==> src/rtl/cl_axi_master_idle_probe_pkg.sv <==
`default_nettype none
// +--------------------------------------------------------------------------+
// | cl_axi_probe_pkg                                                         |
// | Shared types and AXI constants for the idle-master probe.                |
// | Revision: 1.0                                                            |
// +--------------------------------------------------------------------------+
package cl_axi_probe_pkg;

  typedef enum logic [1:0] {
    ST_IDLE  = 2'd0,
    ST_AR    = 2'd1,
    ST_RWAIT = 2'd2
  } probe_state_e;

  localparam logic [1:0] c_burst_incr  = 2'b01;
  localparam logic [1:0] c_resp_slverr = 2'b10;

  // Wide enough for any sensible ID_W; callers slice it to their own width.
  localparam int unsigned c_max_id_w = 64;
  localparam logic [c_max_id_w-1:0] c_default_probe_id = '1;

  function automatic logic [2:0] axi_size_of(input int unsigned data_w);
    return 3'($clog2(data_w / 8));
  endfunction

endpackage
`default_nettype wire

==> src/rtl/cl_axi_master_idle_probe_if.sv <==
`default_nettype none
// +--------------------------------------------------------------------------+
// | axi_if                                                                   |
// | AXI bus bundle with master and slave views.                              |
// | Revision: 1.0                                                            |
// +--------------------------------------------------------------------------+
interface axi_if #(
  parameter int unsigned ID_W   = 16,
  parameter int unsigned ADDR_W = 64,
  parameter int unsigned DATA_W = 512
) ();

  logic [ID_W-1:0]     awid;
  logic [ADDR_W-1:0]   awaddr;
  logic [7:0]          awlen;
  logic [2:0]          awsize;
  logic [1:0]          awburst;
  logic                awvalid;
  logic                awready;

  logic [ID_W-1:0]     wid;
  logic [DATA_W-1:0]   wdata;
  logic [DATA_W/8-1:0] wstrb;
  logic                wlast;
  logic                wvalid;
  logic                wready;

  logic [ID_W-1:0]     bid;
  logic [1:0]          bresp;
  logic                bvalid;
  logic                bready;

  logic [ID_W-1:0]     arid;
  logic [ADDR_W-1:0]   araddr;
  logic [7:0]          arlen;
  logic [2:0]          arsize;
  logic [1:0]          arburst;
  logic                arvalid;
  logic                arready;

  logic [ID_W-1:0]     rid;
  logic [DATA_W-1:0]   rdata;
  logic [1:0]          rresp;
  logic                rlast;
  logic                rvalid;
  logic                rready;

  modport master (
    output awid, awaddr, awlen, awsize, awburst, awvalid,
    input  awready,
    output wid, wdata, wstrb, wlast, wvalid,
    input  wready,
    input  bid, bresp, bvalid,
    output bready,
    output arid, araddr, arlen, arsize, arburst, arvalid,
    input  arready,
    input  rid, rdata, rresp, rlast, rvalid,
    output rready
  );

  modport slave (
    input  awid, awaddr, awlen, awsize, awburst, awvalid,
    output awready,
    input  wid, wdata, wstrb, wlast, wvalid,
    output wready,
    output bid, bresp, bvalid,
    input  bready,
    input  arid, araddr, arlen, arsize, arburst, arvalid,
    output arready,
    output rid, rdata, rresp, rlast, rvalid,
    input  rready
  );

endinterface
`default_nettype wire

==> src/rtl/cl_axi_master_idle_probe_stray_counter.sv <==
`default_nettype none
// +--------------------------------------------------------------------------+
// | cl_axi_stray_counter                                                     |
// | Saturating event counter with a clear that still counts its own cycle.   |
// | Revision: 1.0                                                            |
// +--------------------------------------------------------------------------+
module cl_axi_stray_counter #(
  parameter int unsigned CNT_W = 16
) (
  input  wire logic             clk,
  input  wire logic             rst_n,
  input  wire logic             i_clr,
  input  wire logic             i_hit,
  output logic [CNT_W-1:0]      o_cnt
);

  localparam logic [CNT_W-1:0] c_cnt_max = '1;

  logic [CNT_W-1:0] r_cnt;

  // A hit coinciding with clear lands on a freshly zeroed counter.
  always_ff @(posedge clk) begin
    if (!rst_n) begin
      r_cnt <= '0;
    end else if (i_clr) begin
      r_cnt <= CNT_W'(i_hit);
    end else if (i_hit && (r_cnt != c_cnt_max)) begin
      r_cnt <= r_cnt + CNT_W'(1);
    end
  end

  assign o_cnt = r_cnt;

endmodule
`default_nettype wire

==> src/rtl/cl_axi_master_idle_probe.sv <==
`default_nettype none
// +--------------------------------------------------------------------------+
// | cl_axi_master_idle_probe                                                 |
// | Parks an AXI master port idle, issues on-demand single-beat probe reads  |
// | and tallies unexpected B/R beats. Optional R-wait timeout is enabled by  |
// | defining CL_AXI_PROBE_TIMEOUT_EN.                                        |
// | Revision: 1.0                                                            |
// +--------------------------------------------------------------------------+
module cl_axi_master_idle_probe
  import cl_axi_probe_pkg::*;
#(
  parameter int unsigned     ID_W           = 16,
  parameter int unsigned     ADDR_W         = 64,
  parameter int unsigned     DATA_W         = 512,
  parameter int unsigned     CNT_W          = 16,
  parameter logic [ID_W-1:0] PROBE_ID       = c_default_probe_id[ID_W-1:0],
  parameter int unsigned     TIMEOUT_CYCLES = 1024
) (
  input  wire logic              clk_main_a0,
  input  wire logic              rst_main_n,
  axi_if.master                  axi_master_bus,
  input  wire logic              probe_start,
  input  wire logic [ADDR_W-1:0] probe_addr,
  output logic                   probe_busy,
  output logic                   probe_done,
  output logic [DATA_W-1:0]      probe_rdata,
  output logic [1:0]             probe_rresp,
`ifdef CL_AXI_PROBE_TIMEOUT_EN
  output logic                   probe_timeout,
`endif
  input  wire logic              stray_clr,
  output logic [CNT_W-1:0]       stray_b_cnt,
  output logic [CNT_W-1:0]       stray_r_cnt,
  output logic [ID_W-1:0]        stray_first_id,
  output logic                   stray_err
);

  localparam logic [2:0] c_arsize = axi_size_of(DATA_W);

`ifdef CL_AXI_PROBE_TIMEOUT_EN
  localparam int unsigned        c_wait_w    = (TIMEOUT_CYCLES > 1) ? $clog2(TIMEOUT_CYCLES) : 1;
  localparam logic [c_wait_w-1:0] c_wait_last = c_wait_w'(TIMEOUT_CYCLES - 1);
  logic [c_wait_w-1:0] r_wait_cnt;
`endif

  probe_state_e      r_state;
  logic              r_arvalid;
  logic [ADDR_W-1:0] r_araddr;
  logic [ID_W-1:0]   r_first_id;

  logic w_probe_hit;
  logic w_b_stray;
  logic w_r_stray;
  logic w_any_stray;
  logic w_unused;

  // Write side is permanently parked; responses are always accepted.
  assign axi_master_bus.awid    = '0;
  assign axi_master_bus.awaddr  = '0;
  assign axi_master_bus.awlen   = '0;
  assign axi_master_bus.awsize  = '0;
  assign axi_master_bus.awburst = '0;
  assign axi_master_bus.awvalid = 1'b0;
  assign axi_master_bus.wid     = '0;
  assign axi_master_bus.wdata   = '0;
  assign axi_master_bus.wstrb   = '0;
  assign axi_master_bus.wlast   = 1'b0;
  assign axi_master_bus.wvalid  = 1'b0;
  assign axi_master_bus.bready  = 1'b1;
  assign axi_master_bus.rready  = 1'b1;

  // AR fields read as zero whenever no request is presented.
  assign axi_master_bus.arvalid = r_arvalid;
  assign axi_master_bus.araddr  = r_araddr;
  assign axi_master_bus.arid    = r_arvalid ? PROBE_ID : '0;
  assign axi_master_bus.arlen   = '0;
  assign axi_master_bus.arsize  = r_arvalid ? c_arsize : 3'b000;
  assign axi_master_bus.arburst = r_arvalid ? c_burst_incr : 2'b00;

  assign w_probe_hit = axi_master_bus.rvalid && (r_state == ST_RWAIT)
                       && (axi_master_bus.rid == PROBE_ID);
  assign w_b_stray   = axi_master_bus.bvalid;
  assign w_r_stray   = axi_master_bus.rvalid && !w_probe_hit;
  assign w_any_stray = w_b_stray || w_r_stray;

  assign w_unused = &{1'b0, axi_master_bus.awready, axi_master_bus.wready,
                      axi_master_bus.bresp, axi_master_bus.rlast
`ifndef CL_AXI_PROBE_TIMEOUT_EN
                      , (TIMEOUT_CYCLES == 0)
`endif
                     };

  always_ff @(posedge clk_main_a0) begin
    if (!rst_main_n) begin
      r_state     <= ST_IDLE;
      r_arvalid   <= 1'b0;
      r_araddr    <= '0;
      probe_busy  <= 1'b0;
      probe_done  <= 1'b0;
      probe_rdata <= '0;
      probe_rresp <= 2'b00;
`ifdef CL_AXI_PROBE_TIMEOUT_EN
      r_wait_cnt    <= '0;
      probe_timeout <= 1'b0;
`endif
    end else begin
      probe_done <= 1'b0;
      case (r_state)
        ST_IDLE: begin
          if (probe_start) begin
            r_state    <= ST_AR;
            r_arvalid  <= 1'b1;
            r_araddr   <= probe_addr;
            probe_busy <= 1'b1;
`ifdef CL_AXI_PROBE_TIMEOUT_EN
            probe_timeout <= 1'b0;
`endif
          end
        end
        ST_AR: begin
          if (axi_master_bus.arready) begin
            r_state   <= ST_RWAIT;
            r_arvalid <= 1'b0;
            r_araddr  <= '0;
`ifdef CL_AXI_PROBE_TIMEOUT_EN
            r_wait_cnt <= '0;
`endif
          end
        end
        ST_RWAIT: begin
          if (w_probe_hit) begin
            r_state     <= ST_IDLE;
            probe_busy  <= 1'b0;
            probe_done  <= 1'b1;
            probe_rdata <= axi_master_bus.rdata;
            probe_rresp <= axi_master_bus.rresp;
          end
`ifdef CL_AXI_PROBE_TIMEOUT_EN
          // The last waiting cycle gives up and reports a slave error.
          else if (r_wait_cnt == c_wait_last) begin
            r_state       <= ST_IDLE;
            probe_busy    <= 1'b0;
            probe_done    <= 1'b1;
            probe_rresp   <= c_resp_slverr;
            probe_timeout <= 1'b1;
          end else begin
            r_wait_cnt <= r_wait_cnt + c_wait_w'(1);
          end
`endif
        end
        default: begin
          r_state    <= ST_IDLE;
          r_arvalid  <= 1'b0;
          r_araddr   <= '0;
          probe_busy <= 1'b0;
        end
      endcase
    end
  end

  cl_axi_stray_counter #(
    .CNT_W (CNT_W)
  ) u_stray_b (
    .clk   (clk_main_a0),
    .rst_n (rst_main_n),
    .i_clr (stray_clr),
    .i_hit (w_b_stray),
    .o_cnt (stray_b_cnt)
  );

  cl_axi_stray_counter #(
    .CNT_W (CNT_W)
  ) u_stray_r (
    .clk   (clk_main_a0),
    .rst_n (rst_main_n),
    .i_clr (stray_clr),
    .i_hit (w_r_stray),
    .o_cnt (stray_r_cnt)
  );

  // Counters are non-zero exactly when a stray has been seen since clear,
  // so the error flag doubles as the "first ID already captured" marker.
  assign stray_err = (stray_b_cnt != '0) || (stray_r_cnt != '0);

  always_ff @(posedge clk_main_a0) begin
    if (!rst_main_n) begin
      r_first_id <= '0;
    end else if (stray_clr) begin
      r_first_id <= w_b_stray ? axi_master_bus.bid :
                    (w_r_stray ? axi_master_bus.rid : '0);
    end else if (w_any_stray && !stray_err) begin
      r_first_id <= w_b_stray ? axi_master_bus.bid : axi_master_bus.rid;
    end
  end

  assign stray_first_id = r_first_id;

endmodule
`default_nettype wire
==> src/flat_wrapper.sv <==
// flat-port wrapper written by rule: the top's interface ports become plain ports
module cl_axi_master_idle_probe_flat import cl_axi_probe_pkg::*;
#(
  parameter int unsigned     ID_W           = 16,
  parameter int unsigned     ADDR_W         = 64,
  parameter int unsigned     DATA_W         = 512,
  parameter int unsigned     CNT_W          = 16,
  parameter logic [ID_W-1:0] PROBE_ID       = c_default_probe_id[ID_W-1:0],
  parameter int unsigned     TIMEOUT_CYCLES = 1024
)
  (clk_main_a0, rst_main_n, probe_start, probe_addr, probe_busy, probe_done, probe_rdata, probe_rresp, stray_clr, stray_b_cnt, stray_r_cnt, stray_first_id, stray_err, axi_master_bus_awid, axi_master_bus_awaddr, axi_master_bus_awlen, axi_master_bus_awsize, axi_master_bus_awburst, axi_master_bus_awvalid, axi_master_bus_awready, axi_master_bus_wid, axi_master_bus_wdata, axi_master_bus_wstrb, axi_master_bus_wlast, axi_master_bus_wvalid, axi_master_bus_wready, axi_master_bus_bid, axi_master_bus_bresp, axi_master_bus_bvalid, axi_master_bus_bready, axi_master_bus_arid, axi_master_bus_araddr, axi_master_bus_arlen, axi_master_bus_arsize, axi_master_bus_arburst, axi_master_bus_arvalid, axi_master_bus_arready, axi_master_bus_rid, axi_master_bus_rdata, axi_master_bus_rresp, axi_master_bus_rlast, axi_master_bus_rvalid, axi_master_bus_rready);
  axi_if #(.ID_W(ID_W), .ADDR_W(ADDR_W), .DATA_W(DATA_W)) axi_master_bus_i ();
  input  wire logic clk_main_a0;
  input  wire logic rst_main_n;
  input  wire logic probe_start;
  input  wire logic [ADDR_W-1:0] probe_addr;
  output logic probe_busy;
  output logic probe_done;
  output logic [DATA_W-1:0] probe_rdata;
  output logic [1:0] probe_rresp;
  input  wire logic stray_clr;
  output logic [CNT_W-1:0] stray_b_cnt;
  output logic [CNT_W-1:0] stray_r_cnt;
  output logic [ID_W-1:0] stray_first_id;
  output logic stray_err;
  output wire logic [$bits(axi_master_bus_i.awid)-1:0] axi_master_bus_awid;
  output wire logic [$bits(axi_master_bus_i.awaddr)-1:0] axi_master_bus_awaddr;
  output wire logic [$bits(axi_master_bus_i.awlen)-1:0] axi_master_bus_awlen;
  output wire logic [$bits(axi_master_bus_i.awsize)-1:0] axi_master_bus_awsize;
  output wire logic [$bits(axi_master_bus_i.awburst)-1:0] axi_master_bus_awburst;
  output wire logic [$bits(axi_master_bus_i.awvalid)-1:0] axi_master_bus_awvalid;
  input wire logic [$bits(axi_master_bus_i.awready)-1:0] axi_master_bus_awready;
  output wire logic [$bits(axi_master_bus_i.wid)-1:0] axi_master_bus_wid;
  output wire logic [$bits(axi_master_bus_i.wdata)-1:0] axi_master_bus_wdata;
  output wire logic [$bits(axi_master_bus_i.wstrb)-1:0] axi_master_bus_wstrb;
  output wire logic [$bits(axi_master_bus_i.wlast)-1:0] axi_master_bus_wlast;
  output wire logic [$bits(axi_master_bus_i.wvalid)-1:0] axi_master_bus_wvalid;
  input wire logic [$bits(axi_master_bus_i.wready)-1:0] axi_master_bus_wready;
  input wire logic [$bits(axi_master_bus_i.bid)-1:0] axi_master_bus_bid;
  input wire logic [$bits(axi_master_bus_i.bresp)-1:0] axi_master_bus_bresp;
  input wire logic [$bits(axi_master_bus_i.bvalid)-1:0] axi_master_bus_bvalid;
  output wire logic [$bits(axi_master_bus_i.bready)-1:0] axi_master_bus_bready;
  output wire logic [$bits(axi_master_bus_i.arid)-1:0] axi_master_bus_arid;
  output wire logic [$bits(axi_master_bus_i.araddr)-1:0] axi_master_bus_araddr;
  output wire logic [$bits(axi_master_bus_i.arlen)-1:0] axi_master_bus_arlen;
  output wire logic [$bits(axi_master_bus_i.arsize)-1:0] axi_master_bus_arsize;
  output wire logic [$bits(axi_master_bus_i.arburst)-1:0] axi_master_bus_arburst;
  output wire logic [$bits(axi_master_bus_i.arvalid)-1:0] axi_master_bus_arvalid;
  input wire logic [$bits(axi_master_bus_i.arready)-1:0] axi_master_bus_arready;
  input wire logic [$bits(axi_master_bus_i.rid)-1:0] axi_master_bus_rid;
  input wire logic [$bits(axi_master_bus_i.rdata)-1:0] axi_master_bus_rdata;
  input wire logic [$bits(axi_master_bus_i.rresp)-1:0] axi_master_bus_rresp;
  input wire logic [$bits(axi_master_bus_i.rlast)-1:0] axi_master_bus_rlast;
  input wire logic [$bits(axi_master_bus_i.rvalid)-1:0] axi_master_bus_rvalid;
  output wire logic [$bits(axi_master_bus_i.rready)-1:0] axi_master_bus_rready;
  assign axi_master_bus_awid = axi_master_bus_i.awid;
  assign axi_master_bus_awaddr = axi_master_bus_i.awaddr;
  assign axi_master_bus_awlen = axi_master_bus_i.awlen;
  assign axi_master_bus_awsize = axi_master_bus_i.awsize;
  assign axi_master_bus_awburst = axi_master_bus_i.awburst;
  assign axi_master_bus_awvalid = axi_master_bus_i.awvalid;
  assign axi_master_bus_i.awready = axi_master_bus_awready;
  assign axi_master_bus_wid = axi_master_bus_i.wid;
  assign axi_master_bus_wdata = axi_master_bus_i.wdata;
  assign axi_master_bus_wstrb = axi_master_bus_i.wstrb;
  assign axi_master_bus_wlast = axi_master_bus_i.wlast;
  assign axi_master_bus_wvalid = axi_master_bus_i.wvalid;
  assign axi_master_bus_i.wready = axi_master_bus_wready;
  assign axi_master_bus_i.bid = axi_master_bus_bid;
  assign axi_master_bus_i.bresp = axi_master_bus_bresp;
  assign axi_master_bus_i.bvalid = axi_master_bus_bvalid;
  assign axi_master_bus_bready = axi_master_bus_i.bready;
  assign axi_master_bus_arid = axi_master_bus_i.arid;
  assign axi_master_bus_araddr = axi_master_bus_i.araddr;
  assign axi_master_bus_arlen = axi_master_bus_i.arlen;
  assign axi_master_bus_arsize = axi_master_bus_i.arsize;
  assign axi_master_bus_arburst = axi_master_bus_i.arburst;
  assign axi_master_bus_arvalid = axi_master_bus_i.arvalid;
  assign axi_master_bus_i.arready = axi_master_bus_arready;
  assign axi_master_bus_i.rid = axi_master_bus_rid;
  assign axi_master_bus_i.rdata = axi_master_bus_rdata;
  assign axi_master_bus_i.rresp = axi_master_bus_rresp;
  assign axi_master_bus_i.rlast = axi_master_bus_rlast;
  assign axi_master_bus_i.rvalid = axi_master_bus_rvalid;
  assign axi_master_bus_rready = axi_master_bus_i.rready;
  cl_axi_master_idle_probe #(.ID_W(ID_W), .ADDR_W(ADDR_W), .DATA_W(DATA_W), .CNT_W(CNT_W), .PROBE_ID(PROBE_ID), .TIMEOUT_CYCLES(TIMEOUT_CYCLES)) u_core (.clk_main_a0(clk_main_a0), .rst_main_n(rst_main_n), .axi_master_bus(axi_master_bus_i), .probe_start(probe_start), .probe_addr(probe_addr), .probe_busy(probe_busy), .probe_done(probe_done), .probe_rdata(probe_rdata), .probe_rresp(probe_rresp), .stray_clr(stray_clr), .stray_b_cnt(stray_b_cnt), .stray_r_cnt(stray_r_cnt), .stray_first_id(stray_first_id), .stray_err(stray_err));
endmodule
==> config.mk <==
export PLATFORM = sky130hd
export DESIGN_NAME = cl_axi_master_idle_probe_flat
export DESIGN_NICKNAME = d
export VERILOG_FILES = /design/src/rtl/cl_axi_master_idle_probe_pkg.sv /design/src/rtl/cl_axi_master_idle_probe_if.sv /design/src/rtl/cl_axi_master_idle_probe_stray_counter.sv /design/src/rtl/cl_axi_master_idle_probe.sv /design/src/flat_wrapper.sv
export SDC_FILE = /design/constraint.sdc
export NUM_CORES = 1
export LEC_CHECK = 0
export CAP_MARGIN = 20
export CORE_AREA = 2 2 767 769
export DETAILED_ROUTE_END_ITERATION = 16
export DIE_AREA = 0 0 769 771
export GPL_TIMING_DRIVEN = 0
export SLEW_MARGIN = 20
export SYNTH_ARGS = -nofsm -noshare
export SYNTH_HDL_FRONTEND = slang
export SYNTH_SLANG_ARGS = --single-unit
==> constraint.sdc <==
create_clock -name clk_main_a0 -period 1.7 [get_ports clk_main_a0]
set_input_delay 0.34 -clock clk_main_a0 [delete_from_list [all_inputs] [get_ports clk_main_a0]]
set_output_delay 0.34 -clock clk_main_a0 [all_outputs]
set_load 0.02 [all_outputs]
==> summary.md, run 1 <==
| Metric | Value |
|---|---|
| WHS | 101 ps |
| Final ANT Viol Nets | 0 |
| YS warnings | 0 |
| Worst reg2reg path startpoint | u_core.r_state[1]$_SDFFE_PN0P_ |
| Core area | 584000 µm² |
| Post-synth EDFFs | 0 |
| Clk root buf | clkbuf_16 |
| Die X | 769 µm |
| # IOs | 1971 |
| Critical path arrival | 2170 ps |
| Post-Syn Instances | 3554 |
| Cell Area, Placed | 53200 µm² |
| Via count | 32400 |
| Combinational Power Share | 16.6% |
| Placed cells | 13300 |
| Outcome | finished, violations left |
| Final Hold Viols | 0 |
| Total GRT Usage | 10.6% |
| Hold_sp | axi_master_bus_rdata[359] |
| Period utilisation layout | 147% |
| Worst-Margin Slew | 1240 ps |
| Switching Share | 28.3% |
| Synth Register Bits | 631 |
| Internal | 29.7 mW |
| Count of cell types in the netlist | 55 |
| Final setup fails | 1172 |
| Met2 Wirelength | 144 mm |
| DPL Wire Length | 295 mm |
| Met3 wire length | 46.8 mm |
| Row cnt | 281 |
| First DRT Iteration DRCs | 1611 |
| Total grt overflow | 0 |
| # clock sinks | 631 |
| Antenna violations before repair | 180 |
| Clock buffer depth | 4 |
| Final WS setup | -805 ps |
| Lkg Pwr | 23.8 nW |
| Area grow syn2layout | 128% |
| Wirelength, routed | 338 mm |
| Ys async rst share | 0% |
| RD Place Congestion | 0.963 |
| CP Launch Type | flip-flop |
| Fin area | 64000 µm² |
| Final cell count without fillers | 13700 |
| Setup tns final | -570640 ps |
| Clock buffer count from CTS | 88 |
| Avg Vias per Cell | 2.36 |
| Worst EP required | 1360 ps |
| Start point of the critical path | u_core.u_stray_b.o_cnt[2]$_SDFFE_PP0P_ |
| Max incr delay on CP | 370 ps |
| Seq/Total Area, Yosys | 44.9% |
| DR top layer | met5 |
| NetSw | 11.7 mW |
| Max Fclk | 0.399 GHz |
| Fin crit period | 2510 ps |
| Final core utilization | 10.9% |
| Clock Pin Slew Worst Setup and Hold Paths | 60 ps |
| Chip Height | 771 µm |
| CP max stage cell | dfxtp_1 |
| Predominant post-synthesis flop cell | dfxtp_1 |
| Port Buffers | 1262 |
| Fin. max-slew vios | 0 |
| DIE AREA | 593000 µm² |
| Setup crit end kind | output pin |
| Max-cap violations | 0 |
| Failing checks | setup timing |
| Critical path class | flip-flop to output pin |
| Layout cells sized above 1 | 32.4% |
| Worst slew margin | 17.3% |
| Router iterations before antenna repair | 5 |
| P per Cell Area | 647 nW/µm² |
| Clock skew | 33.2 ps |
| First-pass GRT wire length | 392 mm |
| H-tree levels | 3 |
| Mapped Avg Cell Area | 7.91 µm² |
| WL/cell | 24.6 µm |
| RSZ-0062 raised after global routing | yes |
| CP bufs+invs | 1 |
| IR drop worst, VDD | 0.660 mV |
| Fin nets | 6472 |
| Vias in the first global route | 30000 |
| Initial Util | 4.81% |
| CTS tree | built |
| Class of the worst hold path | primary input to flip-flop |
| DRC Markers | 0 |
| Worst Path Max Fanout | 6 |
| Worst path cell trace | nor4_1 > nand4_1 > or2_4 > buf_6 |
| Worst-skew pair later-pin latency | 800 ps |
| Clk pwr share | 47.1% |
| Syn Std Cell Area | 28100 µm² |
| Sequential share of power | 36.3% |
| Largest net degree at the start of global routing | 13 |
| Crit path max-delay family | simple AND/OR/NAND/NOR gates |
| DRT met1 WL | 125 mm |
power by group through the flow:
| stage | clock network [mW] | registers (mW) | logic [mW] |
|---|---|---|---|
| 2_1_floorplan | 0 | 15.5 | 3.33 |
| 3_3_place_gp | 0 | 15.4 | 6.25 |
| 3_5_place_dp | 0 | 15.4 | 6.26 |
| 4_1_cts | 20.1 | 15.1 | 6.61 |
| 5_1_grt | 20.6 | 15.0 | 7.19 |
| 6_report | 19.5 | 15.0 | 6.86 |
worst reg2reg max path: cells and delay by family, from the launching register on:
kind / cells / cell delay [ps]
buffers and inverters: 7 / 1160
AND/OR/NAND/NOR: 4 / 750
flip-flops: 1 / 330
AO/OA/AOI/OAI: 1 / 110
cell families (layout without fill, tap and decap cells):
group / count (synthesis) / count (layout) / synth area share (%)
AND/OR/NAND/NOR: 1283 / 1283 / 18.1
flip-flops: 631 / 631 / 44.9
multiplexers: 19 / 19 / 0.677
buffers and inverters: 942 / 2597 / 23.1
XOR/XNOR: 9 / 9 / 0.280
adder cells (fa/ha/maj): 4 / 4 / 0.178
other: 2 / 742 / 0.0267
AO/OA/AOI/OAI: 664 / 664 / 12.7
cell usage after synthesis (14+ instances only):
master    instances  area, µm²
clkbuf_1        124        465
buf_2            30        150
mux2i_1          19        190
nand3_1          14       70.1
nor2_1          104        390
o21ai_0          35        175
nand4_1          16        100
dfxtp_1         631      12600
a21oi_1         531       2660
nand2_1        1089       4090
buf_4           773       5800
a22oi_1          64        480
layer usage:
layer | global-route usage [%] | up-vias
li1 | - | 14700
met1 | 11.4 | 15000
met2 | 16.4 | 1966
met3 | 6.33 | 650
met4 | 5.43 | 66
met5 | 0 | -
metrics by stage:
stage,setup slack (ps),power [mW]
3_5_place_dp,-2750,21.7
6_report,-805,41.4
5_1_grt,-929,42.8
2_1_floorplan,-23.1,18.9
3_3_place_gp,-5440,21.7
4_1_cts,-883,41.8
final timing paths:
| kind | slack [ps] | cells past startpoint | to |
|---|---|---|---|
| min reg2reg | 450 | 2 | u_core.probe_rdata[139]$_SDFFE_PN0P_ |
| max reg2reg | -700 | 12 | u_core.probe_rdata[257]$_SDFFE_PN0P_ |
| max | -810 | 4 | stray_err |
| min | 100 | 3 | u_core.probe_rdata[359]$_SDFFE_PN0P_ |
final cells by class:
| cell class | instances | area (µm²) |
|---|---|---|
| multi-input cells | 2679 | 14300 |
| clock buffers | 123 | 2500 |
| clock inverters | 28 | 438 |
| inverters | 12 | 52.6 |
| diodes | 42 | 105 |
| repair buffers | 1511 | 16700 |
| plain buffers | 923 | 7270 |
| flip-flops and latches | 631 | 12800 |
| well taps | 7782 | 9740 |
| fillers | 67300 | 520000 |
state kept, by name, indices dropped and copies added (netlist names):
register	cells
u_core.probe_rresp	2
u_core.stray_first_id	16
u_core.r_state	2
u_core.u_stray_r.o_cnt	16
u_core.probe_rdata	512
u_core.axi_master_bus.arvalid	1
u_core.probe_done	1
u_core.axi_master_bus.araddr	64
u_core.probe_busy	1
u_core.u_stray_b.o_cnt	16
timing repair:
action,4_1_cts,5_1_grt
endpoints found under the setup margin,1271,1278
setup buffers,47,69
hold buffers,79,0
gates resized for setup,800,1267
gates cloned,30,31
pin swaps,177,169
endpoints found under the hold margin,85,0
layout by cell type (no fill, tap or decap), drive strengths merged, types with 4 or more instances in the layout:
cell,instances
nand2,1090
clkdlybuf4s50,1076
buf,1058
conb,700
dfxtp,631
a21oi,531
clkbuf,288
nor2,105
dlygate4sd3,79
a22oi,64
dlygate4sd2,52
diode,42
o21ai,36
mux2i,19
inv,18
nand4,17
nand3,14
nor4,11
clkinv,11
nor3,10
bufinv,9
o31ai,7
or4,7
or3,7
a31oi,5
xnor2,5
o2111ai,4
and4,4
xor2,4
ha,4
Note: power is estimated with default switching activity, not from simulation.
==> run 2: changes to the inputs <==
==> constraint.sdc (replaced) <==
create_clock -name clk_main_a0 -period 2.4 [get_ports clk_main_a0]
set_input_delay 0.48 -clock clk_main_a0 [delete_from_list [all_inputs] [get_ports clk_main_a0]]
set_output_delay 0.48 -clock clk_main_a0 [all_outputs]
set_load 0.02 [all_outputs]
==> run 2 against run 1 <==
Clock skew is 68 ps higher. Sequential cell count stayed put. Routed wire length is 7.2% lower. Die area stayed put. Register-to-register slack better by 500 ps. Final cell count is 0.87% lower. Power is 28% lower. Sequential power is 29% lower. Sequential share of layout area hardly changed. The run still ends with setup timing left. Worst setup slack better by 190 ps. First-iteration DRC count is 14% higher. Final area is 1.6% lower.
==> summary.md, run 2 (same netlist as run 1, synthesis figures left out) <==
| Metric | Value |
|---|---|
| Outcome | finished, violations left |
| Failing checks | setup timing |
| Total GRT Usage | 9.93% |
| Clk root buf | clkbuf_16 |
| Final WS setup | -614 ps |
| Largest net degree at the start of global routing | 22 |
| Final ANT Viol Nets | 0 |
| Most frequent cells in the layout | 831 x nand2_1, 800 x clkdlybuf4s50_1, 772 x buf_4 |
| Die X | 769 µm |
| # clock sinks | 631 |
| Critical path arrival | 2530 ps |
| Row cnt | 281 |
| Crit path max-delay family | simple AND/OR/NAND/NOR gates |
| CP bufs+invs | 2 |
| Setup crit end kind | output pin |
| Max-cap violations | 0 |
| Wirelength, routed | 313 mm |
| Max reg flops | 512 |
| Clock Pin Slew Worst Setup and Hold Paths | 60 ps |
| # IOs | 1971 |
| Met3 wire length | 45.2 mm |
| CTS tree | built |
| Power consumption | 29.7 mW |
| RSZ-0062 raised after global routing | yes |
| Core area | 584000 µm² |
| IR drop worst, VDD | 0.538 mV |
| Period utilisation layout | 126% |
| Lkg Pwr | 29.3 nW |
| Fin nets | 6335 |
| Fin crit period | 3010 ps |
| Met2 Wirelength | 128 mm |
| DPL Wire Length | 276 mm |
| Worst-skew pair later-pin latency | 860 ps |
| Class of the worst hold path | primary input to flip-flop |
| P per Cell Area | 471 nW/µm² |
| H-tree levels | 3 |
| First-pass GRT wire length | 369 mm |
| Final core utilization | 10.8% |
| Worst slew margin | 15.0% |
| Fin. max-slew vios | 0 |
| Initial Util | 4.81% |
| Layout cells sized above 1 | 29.7% |
| CP max stage cell | dfxtp_4 |
| Clock skew | 102 ps |
| Worst EP required | 1920 ps |
| Avg Vias per Cell | 2.33 |
| Max incr delay on CP | 420 ps |
| Max Fclk | 0.332 GHz |
| Final setup fails | 271 |
| Via count | 31700 |
| Port Buffers | 1262 |
| Area grow syn2layout | 124% |
| CP Launch Type | flip-flop |
| Top reg by flops | u_core.probe_rdata |
| Vias in the first global route | 29500 |
| Commonest non-fill, non-tap cell in the layout | nand2_1 |
| DIE AREA | 593000 µm² |
| Total grt overflow | 0 |
| Clock buffer count from CTS | 88 |
| Fillers | 67700 |
| DRT met1 WL | 118 mm |
| Antenna violations before repair | 88 |
| Worst-Margin Slew | 1280 ps |
| DR top layer | met5 |
| Worst Path Max Fanout | 2 |
| WHS | 139 ps |
| Cell Area, Placed | 53300 µm² |
| Fin area | 63000 µm² |
| Router iterations before antenna repair | 5 |
| Chip Height | 771 µm |
| Worst path cell trace | inv_4 > ha_4 > nor4bb_4 > nand4_1 > or2_4 > buf_6 |
| WL/cell | 23.0 µm |
| DRC Markers | 0 |
| First DRT Iteration DRCs | 1840 |
| RD Place Congestion | 0.934 |
| Clock buffer depth | 4 |
| Critical path class | flip-flop to output pin |
| Final Hold Viols | 0 |
-- run 2: changes by cell type in the layout (fill, tap and decap cells not counted), moves of 31 or more --
cell             delta
clkbuf_16          -31
dfxtp_2            -58
clkdlybuf4s15_2    +45
dlygate4sd3_1      -78
buf_8              -45
dlymetal6s2s_1    +365
nand2_8            +64
nand2_1            +35
dlygate4sd2_1      -48
dfxtp_1            +86
clkdlybuf4s50_1   -276
nand2_2            -92
buf_12             -49
-- run 2: worst min-delay path, cell delays in order --
cell,delay [ps]
clkbuf_1,190
o2111ai_1,160
nand2b_1,50
-- run 2: path summary, 6_finish.rpt --
check | startpoint | end | slack, ps | cells after the start
max | u_core.u_stray_b.o_cnt[0]$_SDFFE_PN0P_ | stray_err | -610 | 6
min | rst_main_n | u_core.u_stray_b.o_cnt[0]$_SDFFE_PN0P_ | 140 | 3
max reg2reg | u_core.r_state[1]$_SDFFE_PN0P_ | u_core.probe_rdata[102]$_SDFFE_PN0P_ | -200 | 13
min reg2reg | u_core.probe_rdata[29]$_SDFFE_PN0P_ | u_core.probe_rdata[29]$_SDFFE_PN0P_ | 450 | 2
-- run 2: what timing repair did --
item | in CTS | in global routing
buffers inserted | 60 | 27
endpoints found under the hold margin | 1 | 0
resized for setup | 674 | 1019
gates cloned | 18 | 12
hold buffers | 1 | 0
setup endpoints to repair | 1035 | 817
pin swaps | 93 | 288
-- run 2: layout make-up --
class | instances | area, µm² | area share, %
antenna | 57 | 143 | 0.226
buffer | 918 | 6740 | 10.7
clock buffer | 111 | 2440 | 3.87
clock inverter | 43 | 449 | 0.713
inverter | 12 | 48.8 | 0.0775
multi-input combinational | 2679 | 15200 | 24.1
sequential | 631 | 12700 | 20.1
tap | 7782 | 9740 | 15.5
timing repair buffer | 1379 | 15600 | 24.8
-- run 2: through the flow --
step	worst slack (ps)	TNS [ps]	instances
after floorplan	504	0	4252
after global placement	-4350	-1828710	13300
after detailed placement	-2500	-1070990	13300
after CTS	-705	-104580	13500
after global routing	-713	-44140	13600
final	-614	-28670	13600
-- run 2: routing by layer --
layer,vias to the layer above,track usage (%)
li1,14500,-
met1,14700,11.1
met2,1939,14.5
met3,454,5.88
met4,32,5.60
met5,-,0
-- run 2: power by group --
part           switching (mW)  total [mW]  internal, mW
Combinational            2.99        5.13          2.13
Sequential              0.151        10.7          10.6
Clock                    5.94        13.8          7.85
